### src/rtl/ps2_key_sequencer.sv
// ps2_key_sequencer: pops bytes from the PS/2 receiver's first-word-fall-through
// ASCII FIFO and turns the make/break byte stream into single key events on a
// valid/ready handshake. A 0xF0 break prefix that is not followed by a key byte
// within TIMEOUT_CYCLES is dropped and counted in a saturating drop counter.
// Optional feature macro: BREAK_EVENT_EN. When defined, released keys produce
// events with key_release=1. When undefined, releases are swallowed and only
// press events are emitted.
module ps2_key_sequencer #(
    parameter int TIMEOUT_CYCLES = 1000000,
    parameter int TMR_W          = 20
) (
    input  logic       clk,
    input  logic       rst,
    input  logic       fifo_empty,
    input  logic [7:0] fifo_data,
    output logic       fifo_rd,
    output logic       key_valid,
    input  logic       key_ready,
    output logic [7:0] key_code,
    output logic       key_release,
    output logic [7:0] drop_cnt,
    output logic       busy
);

    typedef enum logic [2:0] {
        IDLE,
        DECODE,
        BRK_WAIT,
        BRK_DEC,
        OUT
    } state_t;

    localparam logic [7:0]       BRK_PREFIX = 8'hF0;
    localparam logic [TMR_W-1:0] TMR_LAST   = TMR_W'(TIMEOUT_CYCLES - 1);

    state_t           state_reg;
    logic [7:0]       byte_reg;
    logic [TMR_W-1:0] timer_reg;
    logic [7:0]       key_code_reg;
    logic [7:0]       drop_cnt_reg;
    logic             key_valid_reg;
    logic             busy_reg;
`ifdef BREAK_EVENT_EN
    logic             key_release_reg;
`endif

    // Pop only in the two byte-accepting states, and never while in reset so an
    // in-flight head byte survives a reset untouched.
    assign fifo_rd = !rst && !fifo_empty && ((state_reg == IDLE) || (state_reg == BRK_WAIT));

    assign key_valid = key_valid_reg;
    assign key_code  = key_code_reg;
    assign drop_cnt  = drop_cnt_reg;
    assign busy      = busy_reg;
`ifdef BREAK_EVENT_EN
    assign key_release = key_release_reg;
`else
    assign key_release = 1'b0;
`endif

    // Sequencer state machine with registered outputs; busy and key_valid are
    // updated together with the state so they track it without decode logic.
    always_ff @(posedge clk) begin
        if (rst) begin
            state_reg     <= IDLE;
            byte_reg      <= 8'h00;
            timer_reg     <= '0;
            key_code_reg  <= 8'h00;
            drop_cnt_reg  <= 8'h00;
            key_valid_reg <= 1'b0;
            busy_reg      <= 1'b0;
`ifdef BREAK_EVENT_EN
            key_release_reg <= 1'b0;
`endif
        end else begin
            case (state_reg)
                IDLE: begin
                    if (!fifo_empty) begin
                        byte_reg  <= fifo_data;
                        state_reg <= DECODE;
                        busy_reg  <= 1'b1;
                    end
                end
                DECODE: begin
                    if (byte_reg == BRK_PREFIX) begin
                        timer_reg <= '0;
                        state_reg <= BRK_WAIT;
                    end else begin
                        key_code_reg  <= byte_reg;
`ifdef BREAK_EVENT_EN
                        key_release_reg <= 1'b0;
`endif
                        key_valid_reg <= 1'b1;
                        state_reg     <= OUT;
                    end
                end
                BRK_WAIT: begin
                    // An arriving byte takes priority over an expiring timer.
                    if (!fifo_empty) begin
                        byte_reg  <= fifo_data;
                        state_reg <= BRK_DEC;
                    end else if (timer_reg == TMR_LAST) begin
                        if (drop_cnt_reg != 8'hFF) begin
                            drop_cnt_reg <= drop_cnt_reg + 8'd1;
                        end
                        state_reg <= IDLE;
                        busy_reg  <= 1'b0;
                    end else begin
                        timer_reg <= timer_reg + TMR_W'(1);
                    end
                end
                BRK_DEC: begin
                    if (byte_reg == BRK_PREFIX) begin
                        // Repeated prefix restarts the wait window.
                        timer_reg <= '0;
                        state_reg <= BRK_WAIT;
                    end else begin
`ifdef BREAK_EVENT_EN
                        key_code_reg    <= byte_reg;
                        key_release_reg <= 1'b1;
                        key_valid_reg   <= 1'b1;
                        state_reg       <= OUT;
`else
                        state_reg <= IDLE;
                        busy_reg  <= 1'b0;
`endif
                    end
                end
                OUT: begin
                    if (key_ready) begin
                        key_valid_reg <= 1'b0;
                        state_reg     <= IDLE;
                        busy_reg      <= 1'b0;
                    end
                end
                default: begin
                    key_valid_reg <= 1'b0;
                    state_reg     <= IDLE;
                    busy_reg      <= 1'b0;
                end
            endcase
        end
    end

endmodule
### config.mk
export PLATFORM = sky130hd
export DESIGN_NAME = ps2_key_sequencer
export DESIGN_NICKNAME = d
export VERILOG_FILES = /design/src/rtl/ps2_key_sequencer.sv
export SDC_FILE = /design/constraint.sdc
export NUM_CORES = 1
export LEC_CHECK = 0
export ABC_AREA = 0
export CELL_PAD_IN_SITES_DETAIL_PLACEMENT = 0
export CELL_PAD_IN_SITES_GLOBAL_PLACEMENT = 2
export CORE_ASPECT_RATIO = 0.5
export CORE_MARGIN = 5
export CORE_UTILIZATION = 29
export DETAILED_ROUTE_END_ITERATION = 6
export PLACE_DENSITY_LB_ADDON = 0.1
export SYNTH_ARGS = -nofsm -noshare
export SYNTH_HDL_FRONTEND = slang
export SYNTH_SLANG_ARGS = --single-unit
### constraint.sdc
create_clock -name clk -period 1.7 [get_ports clk]
set_input_delay 0.17 -clock clk [delete_from_list [all_inputs] [get_ports clk]]
set_output_delay 0.17 -clock clk [all_outputs]
set_load 0.02 [all_outputs]
==> reports/results.ini <==
[logic_synthesis]
synth_warnings=0
syn-cell-area_sq_um=2390
synth-main-ff-cell=dfxtp_1
synth_top_cell_area_share=0.410
ys_ff_latch=49
yosysMostFrequentCell=dfxtp_1
synth.distinct_cells=52
syn-instance-count=285
netlist_top_cells_count=dfxtp_1, nand2_1, nor2_1
syn_area_per_cell_sq_um=8.40
synth_area_leaders=dfxtp_1, a21oi_1, nand2_1, nor2_1, mux2i_1
synth_fp_nets=299
synth.largest_area_cell=dfxtp_1
yosysSeqAreaShare=0.410
synthArstFlopShare=0
synth_edf_count=0

[drt]
remaining_drc_errors=0
first_iter_violations=133
wl_per_cell_microns=14.8
vias=2450
firstDrtPassIters=4
drt_wl_total_microns=7370
vias_per_cell=4.92
ant_nets=0

[timing]
hold_viol=0
rsz0062_at_grt=true
skew_ns=0.00612
fin_hold_ws_ns=0.434
slew_violations=0
finalSetupTns_ns=-2.04
finalCritPeriodShare=1.11
layout_setup_ws_ns=-0.194
fmax_mhz=528
final-setup-viol-count=25
min_period_ns=1.89

[global_route]
antenna_found_initial=0
gr-usage-all-layers=0.149
grt_pass1_wl_microns=12200
grt.overflow.total=0
grt_pass1_vias=2428
grt_start_max_net_pins=24

[floorplan]
num_rows=23
coreArea_sq_um=8030
die_area_sq_um=10300
io_pins=32
die_w_microns=139
start_util=0.298
dieHeight_microns=74.3

[cells_and_area]
layout-drive-gt1-share=0.360
utilization=0.472
largest_reg_flops=20
ff_latch_area_sq_um=992
fillers=776
diodes=0
area_growth_pct=58.3
fin_nets=399
multiInputGateArea_sq_um=1530

[placed_design]
port_buffers=30
dp_hpwl_microns=5270
place.gp.congestion=0.776

[setup_path]
crit_fanout=4
crit_arrival_ns=2.13
crit_path_end_kind=flop
required_ns=1.94
setup.worst_path.class=reg2reg
reg2reg_slack_ns=-0.19
startpoint_type=flop

[cts]
cts_sinks=49
holdBufCountCts=0
cts_buffers=5
clock_path_buffers=2
clkTransAtPathRegs_ns=0.07
cts_root_buffer=clkbuf_16
cts_tree=yes
h-tree-depth=2
clock_latency_ns=0.29

[run_status]
violations=setup timing
status=finished with violations

[power]
pwr_density_cell_nw_per_um2=685
peakVddDrop_mv=0.469
p_leak_nw=1.49

[job]
max-cap-violations=0

[min_path]
hold_path.class=in2reg

[final cells by class]
| cell class | count | share of cell area |
|---|---|---|
| Clock buffer | 8 | 0.0442 |
| Inverter | 5 | 0.00495 |
| Multi-Input combinational cell | 214 | 0.404 |
| Sequential cell | 49 | 0.262 |
| Tap cell | 112 | 0.0370 |
| Timing Repair Buffer | 110 | 0.248 |
[placed cells by master, fill, tap and decap left out, drive strengths merged, types with 2 or more instances in the layout]
cell type      count
o31ai              4
nor4b              2
a41oi              7
nand2             34
buf               81
and3               3
or4                2
clkdlybuf4s50     28
ha                 2
mux2i              7
mux2               2
a31oi              6
o21ai             14
nor2b              3
nand3             13
dfxtp             49
a311oi             3
or2                2
nor2              31
o31a               2
a21oi             30
inv                5
and4               6
clkbuf             8
nor3              10
or3                8
nand4              7
xor2               2
[power breakdown]
part	total (mW)	internal, mW	switching, mW
logic	0.301	0.147	0.154
registers	1.19	1.17	0.0165
clock network	1.11	0.677	0.432
total	2.60	1.99	0.602
[worst max-delay path, cell delays in order (launching register included)]
cell     delay, ns
dfxtp_2       0.32
or4_4         0.59
buf_6         0.15
or2_1         0.22
mux2_4        0.27
o21ai_2       0.12
o221a_2       0.18
[final timing paths]
path | from | to | cells after the start
setup reg to reg | byte_reg[3] | busy | 6
hold reg to reg | byte_reg[7] | byte_reg[7] | 2
setup / recovery | byte_reg[3] | busy | 6
hold / removal | fifo_data[2] | byte_reg[2] | 3
[per-stage QoR]
| stage | std cells | setup WS (ns) | area (sq um) | power, mW |
|---|---|---|---|---|
| 2_1_floorplan | 285 | 0.00267 | 2430 | 1.36 |
| 3_3_place_gp | 482 | -0.324 | 3320 | 1.49 |
| 3_5_place_dp | 482 | -0.339 | 3320 | 1.49 |
| 4_1_cts | 497 | -0.203 | 3720 | 2.63 |
| 5_1_grt | 498 | -0.242 | 3790 | 2.71 |
| 6_report | 498 | -0.194 | 3790 | 2.60 |
[what timing repair did]
action	4_1_cts	5_1_grt
gates cloned	1	0
buffers inserted	7	6
gates resized for setup	46	18
setup endpoints to repair	31	39
pin swaps	17	17
[per-layer routing]
layer	vias up	routed length [microns]	GRT usage	share of wire
met4	0	31	0.0383	0.0042
met3	2	299	0.0373	0.041
met1	1164	3680	0.193	0.50
li1	1243	-	-	-
met5	-	0	0	0
met2	41	3360	0.253	0.46
[kinds of logic after synthesis]
family / after synthesis / share of synthesized area
adder cells (fa/ha/maj): 2 / 0.0104
flip-flops: 49 / 0.410
multiplexers: 9 / 0.0387
other: 1 / 0.00157
AND/OR/NAND/NOR: 124 / 0.273
buffers and inverters: 23 / 0.0538
AO/OA/AOI/OAI: 75 / 0.205
XOR/XNOR: 2 / 0.00732
Power figures use the tool's default switching activity.
